**src/rtl/risc_pkg.sv**
```systemverilog
// Shared core definitions: default operand geometry
// and the operand-stage occupancy encoding.
package risc_pkg;

   localparam int XLEN         = 32;
   localparam int NUM_OPND_SRC = 3;

   // Number of valid entries held in main + skid.
   typedef enum logic [1:0] {
      ST_EMPTY = 2'd0,
      ST_ONE   = 2'd1,
      ST_FULL  = 2'd2
   } skid_state_e;

endpackage

```
**src/rtl/mux_n_to_1.sv**
```systemverilog
// Combinational N:1 source selector.
// Out-of-range select yields zero data and err=1.
module mux_n_to_1 #(
   parameter int WIDTH   = 32,
   parameter int NUM_SRC = 3,
   localparam int SEL_W  = $clog2(NUM_SRC)
) (
   output logic [WIDTH-1:0]         out,
   input  logic [SEL_W-1:0]         sel,
   input  logic [NUM_SRC*WIDTH-1:0] in_bus,
   output logic                     err
);

   // Zero/err default; a matching index overrides it.
   always_comb begin
      out = '0;
      err = 1'b1;
      for (int k = 0; k < NUM_SRC; k++) begin
         if (sel == SEL_W'(k)) begin
            out = in_bus[k*WIDTH +: WIDTH];
            err = 1'b0;
         end
      end
   end

endmodule

```
**src/rtl/operand_sel_pipe.sv**
```systemverilog
// Operand selector with a registered output stage,
// 2-entry skid buffer and saturating select-error counter.
module operand_sel_pipe
   import risc_pkg::*;
#(
   parameter int WIDTH     = XLEN,
   parameter int NUM_SRC   = NUM_OPND_SRC,
   parameter int ERR_CNT_W = 8,
   localparam int SEL_W    = $clog2(NUM_SRC)
) (
   input  logic                     clk,
   input  logic                     rst,
   input  logic                     in_valid,
   output logic                     in_ready,
   input  logic [SEL_W-1:0]         sel,
   input  logic [NUM_SRC*WIDTH-1:0] src_bus,
   output logic                     out_valid,
   input  logic                     out_ready,
   output logic [WIDTH-1:0]         out_data,
   output logic                     out_sel_err,
   output logic [ERR_CNT_W-1:0]     err_count
);

   skid_state_e      state;
   skid_state_e      state_n;
   logic [WIDTH-1:0] mux_data;
   logic             mux_err;
   logic [WIDTH-1:0] main_data;
   logic             main_err;
   logic [WIDTH-1:0] skid_data;
   logic             skid_err;
   logic             in_xfer;
   logic             out_xfer;

   mux_n_to_1 #(
      .WIDTH   (WIDTH),
      .NUM_SRC (NUM_SRC)
   ) u_mux (
      .out    (mux_data),
      .sel    (sel),
      .in_bus (src_bus),
      .err    (mux_err)
   );

   // in_ready depends only on registered state, never on out_ready.
   assign in_ready    = !rst && (state != ST_FULL);
   assign out_valid   = (state != ST_EMPTY);
   assign out_data    = main_data;
   assign out_sel_err = main_err;
   assign in_xfer     = in_valid && in_ready;
   assign out_xfer    = out_valid && out_ready;

   // Occupancy register.
   always_ff @(posedge clk) begin
      if (rst) state <= ST_EMPTY;
      else     state <= state_n;
   end

   // Next occupancy from the two handshakes.
   always_comb begin
      state_n = state;
      unique case (state)
         ST_EMPTY: if (in_xfer) state_n = ST_ONE;
         ST_ONE: begin
            if (in_xfer && !out_xfer)      state_n = ST_FULL;
            else if (!in_xfer && out_xfer) state_n = ST_EMPTY;
         end
         ST_FULL: if (out_xfer) state_n = ST_ONE;
         default: state_n = ST_EMPTY;
      endcase
   end

   // Main/skid data movement; main always holds the oldest beat.
   always_ff @(posedge clk) begin
      if (rst) begin
         main_data <= '0;
         main_err  <= 1'b0;
         skid_data <= '0;
         skid_err  <= 1'b0;
      end else begin
         unique case (state)
            ST_EMPTY: begin
               if (in_xfer) begin
                  main_data <= mux_data;
                  main_err  <= mux_err;
               end
            end
            ST_ONE: begin
               if (in_xfer && out_xfer) begin
                  main_data <= mux_data;
                  main_err  <= mux_err;
               end else if (in_xfer) begin
                  skid_data <= mux_data;
                  skid_err  <= mux_err;
               end
            end
            ST_FULL: begin
               if (out_xfer) begin
                  main_data <= skid_data;
                  main_err  <= skid_err;
               end
            end
            default: ;
         endcase
      end
   end

   // Count accepted illegal-select beats, saturating at all-ones.
   always_ff @(posedge clk) begin
      if (rst) begin
         err_count <= '0;
      end else if (in_xfer && mux_err &&
                   (err_count != {ERR_CNT_W{1'b1}})) begin
         err_count <= err_count + ERR_CNT_W'(1);
      end
   end

endmodule
```
**config.mk**
```make
export PLATFORM = sky130hd
export DESIGN_NAME = operand_sel_pipe
export DESIGN_NICKNAME = d
export VERILOG_FILES = /design/src/rtl/risc_pkg.sv /design/src/rtl/mux_n_to_1.sv /design/src/rtl/operand_sel_pipe.sv
export SDC_FILE = /design/constraint.sdc
export NUM_CORES = 1
export LEC_CHECK = 0
export BUFFER_PORTS_ARGS = -buffer_cell sky130_fd_sc_hd__buf_4
export CORE_MARGIN = 2
export CORE_UTILIZATION = 49
export DETAILED_ROUTE_END_ITERATION = 6
export GPL_ROUTABILITY_DRIVEN = 0
export PLACE_DENSITY = 0.8
export SYNTH_ARGS = -nofsm -noshare
export SYNTH_HDL_FRONTEND = slang
export SYNTH_SLANG_ARGS = --single-unit
```
**constraint.sdc**
```tcl
create_clock -name clk -period 2.8 [get_ports clk]
set_input_delay 0.14 -clock clk [delete_from_list [all_inputs] [get_ports clk]]
set_output_delay 0.14 -clock clk [all_outputs]
set_load 0.02 [all_outputs]
```
Word level (Yosys, flattened, before mapping)
Cells that the tools add are included.

storage, ports and cells
  RAM bits = 0
  memories kept = 0
  output and inout bits = 43
  bits in latches = 0
  bits in read-only memories = 0
  input bits = 102
  logic and storage cells = 55
  register bits after elaboration = 76

operators by class
  $add $sub $neg = 1
  multiply operators = 0
  multiplexer cells = 19
  bitwise gates (word level) = 1
  magnitude comparators = 0
  div/mod/pow operators = 0
  shifts and indexed selects = 0
  equality and inequality tests = 10
  reductions and logical operators = 18

operator list
  kind                                           count
  two-way mux 32 bit                             6
  case mux 32 bit (3 select lines)               1
  adder 8 x 1 -> 8 bit, second input constant    1
  logical AND 1 bit                              8
  two-way mux 2 bit                              4
  inequality test 2 bit, second input constant   4
  inequality test 8 bit, second input constant   1
  two-way mux 1 bit                              6
  case mux 2 bit (3 select lines)                1
  AND reduction 3 bit                            2
  == test 2 x 1 -> 1 bit, second input constant  2
  == test 2 bit, second input constant           2
  logical NOT 2 bit                              2
  AND reduction 4 bit                            1
  logical NOT 1 bit                              3
  inequality test 3 bit, second input constant   1
  case mux 1 bit (3 select lines)                1
  nonzero test 3 bit                             1
  nonzero test 2 bit                             1
  inverter 1 bit                                 1

Depth between registers and ports, before layout
Gate-level depths: netlist of run 1.

  depth after elaboration = 8
  depth in mapped cells = 10
  depth with buffers taken out = 8

By module
A second synthesis of run 1 with hierarchy kept.

second synthesis, totals
  cells, all modules = 473
  area total of the unflattened synthesis = 4190.3 µm²

modules (own cells, without submodules)
  module            area an instance (µm²)  times used  cells each  seq. area each (µm²)
  operand_sel_pipe  3243.1                  1           395         1521.5
  mux_n_to_1        947.2                   1           78          0.0

Worst setup path after synthesis of run 1
Ideal clock, no wire load.

  path type = register to register
  from = register state[1]
  to = register main_data[22] (netlist: out_data[22])
  stages on the path, launching flop included = 11
  data required time = 2730 ps
  data arrival time = 2203 ps
  buffers on the path = 3
  setup slack = 526 ps
  library setup time = 70 ps
  clock period less this slack = 2274 ps
  cells stage by stage = dfxtp_1 nor2b_2 clkbuf_1 buf_2 nor2_1 ha_1 nand2b_1 a22o_1 clkbuf_1 nand2_1 a21oi_1

between the ends
  longest elaborated chain between the ends = 6
  elaborated cells on any way between the ends = 15
  those cells by class = eq/ne (6); mux (1); reduce/logical (8)

RTL lines
  element                          line                    text
  start: declaration               operand_sel_pipe.sv:24  skid_state_e state;
  start signal: assignment         operand_sel_pipe.sv:56  else state <= state_n;
  inequality test 2 bit            operand_sel_pipe.sv:46  assign in_ready = !rst && (state != ST_FULL);
  logical AND 1 bit                operand_sel_pipe.sv:46
  logical AND 1 bit                operand_sel_pipe.sv:50  assign in_xfer = in_valid && in_ready;
  logical AND 1 bit                operand_sel_pipe.sv:89  if (in_xfer && out_xfer) begin
  inequality test 2 bit (no line)  --
  AND reduction 4 bit (no line)    --
  end signal: assignment           operand_sel_pipe.sv:84  main_data <= mux_data;
  end signal: assignment           operand_sel_pipe.sv:90  main_data <= mux_data;
  end signal: assignment           operand_sel_pipe.sv:99  main_data <= skid_data;
  end: declaration                 operand_sel_pipe.sv:28  logic [WIDTH-1:0] main_data;

Several ways; a longest one is shown, not always the timed one.
A chain may end at the register's enable or synchronous reset.

Worst setup path after layout of run 1
  from = register state[0]
  to = register main_data[6] (netlist: out_data[6])

Same word-level chain as after synthesis.

==> results of run 1 <==
==> registers in the layout, summed over array words and instances (netlist names) <==
name         flops
err_count        8
skid_err         1
skid_data       32
state            2
out_sel_err      1
out_data        32
==> worst max-delay path: stages (launching register included) <==
cell and delay, ps:
dfxtp_1 470, nor2b_4 80, nor2_1 230, ha_1 190
nand2b_1 80, a22oi_2 120, buf_4 380, o211ai_1 180
a21oi_1 180
==> per-stage QoR <==
stage | instance area [sq um] | power [mW] | hold WS [ps]
4_1_cts | 5223 | 2.660 | 122.0
6_report | 5223 | 2.649 | 135.1
2_1_floorplan | 3876 | 1.475 | 315.8
3_3_place_gp | 4989 | 1.692 | 441.3
3_5_place_dp | 4989 | 1.706 | 446.4
5_1_grt | 5223 | 2.758 | 172.8
==> power groups by stage <==
| stage | combinational (mW) | sequential, mW | clock [mW] |
|---|---|---|---|
| floorplan | 0.249 | 1.23 | 0 |
| global placement | 0.501 | 1.19 | 0 |
| detailed placement | 0.514 | 1.19 | 0 |
| CTS | 0.515 | 1.17 | 0.977 |
| global route | 0.559 | 1.17 | 1.03 |
| finish | 0.515 | 1.17 | 0.966 |
==> area by class of cell <==
| cell class | instances | area (sq um) | share of cell area (%) |
|---|---|---|---|
| Clock buffer | 12 | 165.2 | 3.162 |
| Timing Repair Buffer | 154 | 1156 | 22.14 |
| Multi-Input combinational cell | 355 | 2161 | 41.38 |
| Sequential cell | 76 | 1521 | 29.13 |
| Clock inverter | 3 | 68.82 | 1.318 |
| Tap cell | 102 | 127.6 | 2.444 |
| Inverter | 6 | 22.52 | 0.4312 |
==> cells in the final DEF (no fill, tap or decap) <==
| cell | synthesis | final |
|---|---|---|
| buf_4 | 3 | 154 |
| dfxtp_1 | 76 | 76 |
| nor2_1 | 72 | 72 |
| nand2_1 | 40 | 40 |
| a21oi_1 | 39 | 39 |
| nor3_1 | 36 | 36 |
| nand2b_1 | 34 | 34 |
| mux2i_1 | 34 | 34 |
| o2bb2ai_1 | 32 | 32 |
| o211ai_1 | 32 | 32 |
| clkbuf_8 | 0 | 12 |
| inv_1 | 6 | 6 |
| nand3_1 | 6 | 6 |
| ha_1 | 4 | 4 |
| or3_1 | 3 | 3 |
| nor2b_1 | 3 | 2 |
| o41ai_1 | 2 | 2 |
| or4_1 | 2 | 2 |
| o31ai_1 | 2 | 2 |
| o311ai_0 | 2 | 2 |
| o21ai_0 | 2 | 2 |
| bufinv_16 | 0 | 2 |
| or2_2 | 1 | 1 |
| nor2b_4 | 0 | 1 |
| and2_1 | 1 | 1 |
| nor2b_2 | 1 | 1 |
| or3b_2 | 1 | 1 |
| a22o_1 | 1 | 1 |
| a22oi_2 | 1 | 1 |
| nor4_2 | 1 | 1 |
| mux2_1 | 1 | 1 |
| a32oi_1 | 1 | 1 |
| a211oi_1 | 1 | 1 |
| clkinv_4 | 0 | 1 |
==> layer usage <==
| metal | track usage (%) | up-vias | part of all wire [%] |
|---|---|---|---|
| li1 | - | 1943 | - |
| met1 | 32.53 | 1873 | 42 |
| met2 | 40.70 | 167 | 49 |
| met3 | 4.475 | 15 | 7.6 |
| met4 | 8.701 | 0 | 1.5 |
| met5 | 0 | - | 0 |
==> final timing paths <==
path	start	to	depth (start not counted)
setup / recovery	state[0]$_SDFFE_PP0P_	out_data[6]$_SDFFE_PP0P_	8
hold / removal	out_ready	state[1]$_SDFFE_PP0P_	4
setup reg to reg	state[0]$_SDFFE_PP0P_	out_data[6]$_SDFFE_PP0P_	8
hold reg to reg	out_data[23]$_SDFFE_PP0P_	out_data[23]$_SDFFE_PP0P_	2
==> cells by family (layout without fill, tap and decap cells) <==
logic type / after synthesis / in the layout / share of synthesized area [%]
flops: 76 / 76 / 39.25
fa+ha+maj: 4 / 4 / 1.291
compound gates: 115 / 115 / 20.98
buf+inv: 47 / 175 / 5.197
simple gates: 201 / 201 / 24.21
mux: 35 / 35 / 9.070
==> run_results.csv, run 1 <==
group,metric,value,unit
drt,wl,10880,microns
power,p_leak,2.122,nW
sta,fin_skew,11.39,ps
global_routing,overflow,0,
global_routing,grt_pass1_vias,3730,
clock_network,cts_root_buffer,"clkbuf_8",
clock_network,numClockSinks,76,
power,p_seq_share,44.1,%
power,switchingPower,699.5,uW
sta,fin_crit,2003,ps
drt,dr.first_iter.drc_count,276,
power,comb_power_share,19.4,%
sta,fin_setup_tns,0,ps
floorplanning,rows,32,
clock_network,cts.clk_slew.worst_paths,70,ps
final_layout,syn2layout_area_growth,34.73,%
floorplanning,core_area,7687,sq um
synth,ys_ff_latch,76,
setup_path,start_kind,"flip-flop",
synth,synth_cells,478,
sta,worst_pin_slew,552.8,ps
place,hpwlAfterDp,7533,microns
sta,finalCritPeriodShare,71.52,%
sta,slew_headroom,63.15,%
floorplanning,fp.dieW,92.94,microns
sta,rsz0062_at_grt,"no",
hold_path,worst_hold_path_type,"in2reg",
place,dp.cells,693,
setup_path,endpoint_kind,"flip-flop",
global_routing,grt_max_degree,53,
setup_path,cp_max_fo,33,
place,pre_cts_ws,820.1,ps
sta,worst_slack,797.4,ps
status,status,"completed",
setup_path,r2r_slack,800,ps
power,powerDensity,507.3,nW/um^2
clock_network,cts.path.max_buffers,2,
synth,synth_ff_type,"dfxtp_1",
synth,synth_most_common_cell,"dfxtp_1",
synth,ys_seq_area_share,39.25,%
job,maxCapViolations,0,
drt,avgViaCountPerCell,5.647,
clock_network,cts_resized,0,
drt,via_count,3998,
synth,netlist.top_cell.by_area,"dfxtp_1",
synth,synthArstFlopShare,0,%
final_layout,nFillCells,653,
sta,max_freq,499.4,MHz
sta,setup_viol,0,
setup_path,critPathRequiredTime,3070,ps
synth,synth.net_count,584,
clock_network,htreeDepth,3,
final_layout,drive_above_1_share,28.88,%
power,switching_share,26.40,%
sta,slew_viol_final,0,
clock_network,clock_latency,350,ps
drt,drc,0,
synth,syn_avg_cell_area,8.109,sq um
global_routing,antenna_found_initial,0,
clock_network,cts_hold_buffers,0,
clock_network,cts_tree,"yes",
final_layout,post-route-util,67.94,%
synth,synth_top_area_share,39.25,%
setup_path,cp.arrival,2270,ps
synth,synth_cell_types,33,
setup_path,criticalPathCategory,"reg2reg",
sta,hold_viol,0,
power,max-vdd-ir-drop,0.2848,mV
final_layout,stdcell_count,708,
drt,dr.pass1.iters,5,
final_layout,nets,708,
synth,synth_area,3876,sq um
global_routing,grt_first_pass_wirelength,17130,microns
power,internal_power,1.950,mW
synth,ys_top_cells_by_count,"dfxtp_1 (76), nor2_1 (72), nand2_1 (40)",
clock_network,cts_buffers,9,
floorplanning,die_h,92.94,microns
synth,yosys-top-cells-area,"dfxtp_1 (39%), mux2i_1 (8.8%), o2bb2ai_1 (7.2%), nor2_1 (7.0%), o211ai_1 (6.2%)",
floorplanning,ios,145,
final_layout,n_antenna_cell,0,
floorplanning,die-area,8638,sq um
synth,yosysWarnings,0,
power,p_clk_share,36.5,%
drt,ant_nets,0,
drt,wire_per_inst,15.37,microns
place,port_buffers,144,
clock_network,postCtsSetupBuffers,0,
synth,synth-edff-count,0,
global_routing,grtUsageTotal,24.74,%
floorplanning,initial_utilization,50.42,%
Power figures use the tool's default switching activity.
==> run 2: changes to the inputs <==
clock period = 1.85 ns   (was 2.8 ns; I/O delays follow)
==> run 2 against run 1 <==
  * Setup slack got worse by 740 ps
  * Die area unchanged
  * Via count rose by 0.10%
  * Final area is 4.7% higher
  * Wire length grew 5.0%
  * Register-to-register slack worse by 740 ps
  * Worst hold slack got worse by 57 ps
  * Flip-flop and latch count stayed put
  * Final cell count increased by 2.1%
  * Combinational power grew 74%
  * Sequential power is 51% higher
  * Largest cell class unchanged
  * Highest routed layer unchanged
==> run_results.csv, run 2 (synthesis gave the netlist of run 1 again) <==
group,metric,value,unit
place,hpwlAfterDp,7865,microns
sta,worst_pin_slew,782.8,ps
setup_path,cp.arrival,1980,ps
power,p_leak,2.239,nW
final_layout,layout_commonest_cell,"buf_4",
job,maxCapViolations,0,
drt,wl,11420,microns
setup_path,endpoint_kind,"flip-flop",
setup_path,cp_max_fo,16,
clock_network,numClockSinks,76,
power,power,3.963,mW
drt,dr.first_iter.drc_count,185,
final_layout,post-route-util,71.13,%
clock_network,cts_buffers,9,
final_layout,final_cell_mix,"buf_4 (158), dfxtp_1 (74), nor2_1 (71)",
drt,dr.pass1.iters,5,
floorplanning,initial_utilization,50.42,%
floorplanning,die-area,8638,sq um
floorplanning,core_area,7687,sq um
global_routing,overflow,0,
clock_network,cts.path.max_buffers,2,
sta,fin_crit,1791,ps
power,powerDensity,724.9,nW/um^2
drt,wire_per_inst,15.80,microns
global_routing,grtUsageTotal,25.94,%
global_routing,grt_max_degree,77,
drt,avgViaCountPerCell,5.535,
sta,slew_headroom,47.82,%
drt,via_count,4002,
sta,setup_viol,0,
sta,finalCritPeriodShare,96.83,%
power,max-vdd-ir-drop,0.4486,mV
drt,ant_nets,0,
drt,drc,0,
final_layout,drive_above_1_share,31.88,%
sta,fin_skew,8.492,ps
clock_network,cts_root_buffer,"clkbuf_8",
sta,slew_viol_final,0,
global_routing,grt_pass1_vias,3865,
final_layout,nets,722,
setup_path,start_kind,"flip-flop",
global_routing,grt_first_pass_wirelength,17890,microns
place,port_buffers,144,
floorplanning,ios,145,
setup_path,criticalPathCategory,"reg2reg",
setup_path,critPathRequiredTime,2040,ps
clock_network,htreeDepth,3,
clock_network,cts.clk_slew.worst_paths,80,ps
floorplanning,fp.dieW,92.94,microns
final_layout,syn2layout_area_growth,41.06,%
sta,max_freq,558.2,MHz
floorplanning,rows,32,
hold_path,worst_hold_path_type,"in2reg",
global_routing,antenna_found_initial,0,
final_layout,n_antenna_cell,0,
floorplanning,die_h,92.94,microns
clock_network,clock_latency,350,ps
clock_network,cts_hold_buffers,0,
status,status,"completed",
clock_network,cts_tree,"yes",
sta,hold_viol,0,
-- run 2: layer usage --
metal	part of all wire (%)	up-vias	track usage (%)
met2	51	157	44.75
met1	41	1863	31.96
met4	1.3	0	9.191
met5	0	-	0
met3	6.7	12	5.370
li1	-	1970	-
-- run 2: area by class of cell --
type	instances	area, sq um
clock buffers	10	137.6
clock inverters	6	71.32
fillers	629	2220
inverters	6	22.52
multi-input cells	355	2202
flip-flops and latches	76	1529
well taps	102	127.6
repair buffers	168	1378
-- run 2: worst paths after layout --
check	start	to	slack [ps]	depth (start not counted)
worst min-delay path	out_ready	state[1]$_SDFFE_PP0P_	80	4
worst max-delay path	state[0]$_SDFFE_PP0P_	out_data[5]$_SDFFE_PP0P_	60	10
worst max register to register	state[0]$_SDFFE_PP0P_	out_data[5]$_SDFFE_PP0P_	60	10
worst min register to register	out_data[0]$_SDFFE_PP0P_	out_data[0]$_SDFFE_PP0P_	460	2
-- run 2: what timing repair did --
action	4_1_cts	5_1_grt
pin swaps	1	7
setup buffers	3	3
resized for setup	5	7
gates cloned	1	1
hold endpoints to repair	0	0
setup endpoints to repair	13	33
-- run 2: metrics by stage --
stage               setup slack [ps]  cell area (sq um)  std cells  hold slack (ps)  setup TNS, ps
floorplan                      15.42               3954        478            268.2              0
global placement               125.5               5111        699            423.2              0
detailed placement            -21.81               5111        699            422.0         -38.45
CTS                            20.75               5393        719            59.15              0
global route                  -9.857               5468        723            91.67         -35.19
finish                         58.56               5468        723            78.30              0
-- run 2: power breakdown --
group          switching, mW  leakage, nW  internal (mW)
logic                  0.441         1.52          0.453
clock network          0.634       0.0991          0.669
registers             0.0489        0.619           1.72
total                   1.12         2.24           2.84
-- run 2: worst max-delay path, stage by stage, from the launching register on --
cell	delay, ps
dfxtp_4	350
buf_4	140
nor2b_4	170
nor2_4	70
ha_1	190
nand2b_1	130
a22oi_2	70
buf_6	140
clkbuf_16	170
o211ai_1	100
a21oi_1	90
==> run 3: changes to the inputs <==
CTS_CLUSTER_DIAMETER = 60   (was not set)
PLACE_DENSITY = not set   (was 0.8)
PLACE_DENSITY_LB_ADDON = 0.08   (was not set)
==> run 3 against run 2 <==
  * Flip-flop and latch count unchanged
  * Final area decreased by 0.14%
  * Worst hold slack better by 21 ps
  * Wire length down 1.9%
  * Sequential power hardly changed
  * Clock-buffer cell count is 1 lower
  * Die area did not move
  * Global-route usage shrank 1.1 points
  * Critical path depth did not move
  * Final cell count up 0.41%
  * Sequential share of layout area hardly changed
  * Critical path type unchanged
  * Largest power group unchanged
==> run_results.csv, run 3 (synthesis gave the netlist of run 1 again) <==
group,metric,value,unit
setup_path,start_kind,"flip-flop",
setup_path,r2r-end,"out_data[15]$_SDFFE_PP0P_",
hold_path,worst_hold_path_type,"in2reg",
setup_path,endpoint_kind,"flip-flop",
setup_path,critPathRequiredTime,2070,ps
drt,dr.first_iter.drc_count,146,
floorplanning,core_area,7687,sq um
sta,fin_skew,7.221,ps
clock_network,htreeDepth,3,
global_routing,grt_first_pass_wirelength,17300,microns
global_routing,grt_pass1_vias,3649,
setup_path,r2r_slack,40,ps
floorplanning,die-area,8638,sq um
power,power,4.020,mW
sta,hold_viol,0,
sta,worst_slack,40.94,ps
status,status,"completed",
sta,fin_crit,1809,ps
setup_path,rr_worst_depth,10,
sta,finalCritPeriodShare,97.79,%
drt,wire_per_inst,15.44,microns
drt,wl,11210,microns
global_routing,overflow,0,
setup_path,rr_startpoint,"state[0]$_SDFFE_PP0P_",
clock_network,clock_latency,340,ps
drt,drc,0,
place,hpwlAfterDp,7519,microns
final_layout,layout_commonest_cell,"buf_4",
floorplanning,ios,145,
floorplanning,die_h,92.94,microns
sta,fin_setup_tns,0,ps
global_routing,grt_max_degree,43,
place,pre_cts_ws,45.44,ps
sta,setup_viol,0,
drt,avgViaCountPerCell,5.541,
sta,max_freq,552.8,MHz
clock_network,cts_buffers,9,
floorplanning,initial_utilization,50.42,%
job,maxCapViolations,0,
final_layout,nets,725,
setup_path,crit_end,"out_data[15]$_SDFFE_PP0P_",
place,port_buffers,144,
drt,ant_nets,0,
clock_network,cts.path.max_buffers,2,
sta,slew_viol_final,0,
final_layout,nFillCells,664,
drt,via_count,4023,
final_layout,n_antenna_cell,0,
global_routing,antenna_found_initial,0,
clock_network,cts.clk_slew.worst_paths,80,ps
setup_path,startpoint,"state[0]$_SDFFE_PP0P_",
floorplanning,rows,32,
drt,dr.pass1.iters,5,
sta,worst_pin_slew,429.7,ps
final_layout,drive_above_1_share,32.37,%
power,p_leak,2.247,nW
setup_path,criticalPathCategory,"reg2reg",
clock_network,cts_tree,"yes",
clock_network,numClockSinks,76,
sta,slew_headroom,71.36,%
clock_network,cts_root_buffer,"clkbuf_8",
final_layout,final_cell_mix,"buf_4 (163), dfxtp_1 (74), nor2_1 (71)",
power,powerDensity,736.3,nW/um^2
power,max-vdd-ir-drop,0.3643,mV
setup_path,cp_max_fo,12,
setup_path,cp.arrival,2030,ps
final_layout,syn2layout_area_growth,40.87,%
global_routing,grtUsageTotal,24.82,%
floorplanning,fp.dieW,92.94,microns
==> run 3: area by class of cell <==
class	instances	area [sq um]	area share (%)
Clock inverter	7	91.34	1.673
Clock buffer	9	123.9	2.269
Multi-Input combinational cell	355	2203	40.35
Inverter	6	22.52	0.4125
Tap cell	102	127.6	2.337
Sequential cell	76	1529	28.00
Timing Repair Buffer	171	1363	24.95
==> run 3: what timing repair did <==
action                                  4_1_cts  5_1_grt
hold buffers                                  0        0
buffers inserted                              0        4
endpoints found under the setup margin        0       59
resized for setup                             0       17
==> run 3: report_power, final <==
part	internal, mW	leakage, nW	total, mW	switching [mW]
sequential	1.72	0.619	1.76	0.0448
clock	0.755	0.109	1.38	0.624
combinational	0.442	1.52	0.880	0.438
==> run 3: routing by layer <==
layer,track usage (%),vias up,wire length (microns)
li1,-,1985,-
met1,30.38,1876,4440
met2,43.96,149,5774
met3,4.882,13,849
met4,7.353,0,142
met5,0,-,0
==> run 3: how the worst min path moves through the flow <==
stage / from / endpoint / slack, ps / cells past startpoint
after floorplan: out_ready / state[1]$_SDFFE_PP0P_ / 270 / 3
after global placement: out_ready / state[1]$_SDFFE_PP0P_ / 430 / 4
after detailed placement: out_ready / state[1]$_SDFFE_PP0P_ / 430 / 4
after CTS: out_ready / state[1]$_SDFFE_PP0P_ / 70 / 4
after global routing: out_ready / state[1]$_SDFFE_PP0P_ / 150 / 4
final: out_ready / state[1]$_SDFFE_PP0P_ / 100 / 4
==> run 3: through the flow <==
step | area [sq um] | util, % | hold WS (ps) | instances
2_1_floorplan | 3954 | - | 268.2 | 478
3_3_place_gp | 5104 | 66.39 | 427.0 | 703
3_5_place_dp | 5104 | 66.39 | 428.5 | 703
4_1_cts | 5319 | 69.19 | 67.51 | 719
5_1_grt | 5460 | 71.03 | 148.5 | 726
6_report | 5460 | 71.03 | 99.80 | 726
==> run 3: worst max-delay path, cell delays in order (launching register included) <==
cell and delay [ps]:
dfxtp_4 360, buf_4 140, nor2b_4 160, nor2_4 70
ha_1 200, nand2b_1 140, a22oi_2 60, buf_4 170
clkbuf_16 170, o211ai_1 110, a21oi_1 100
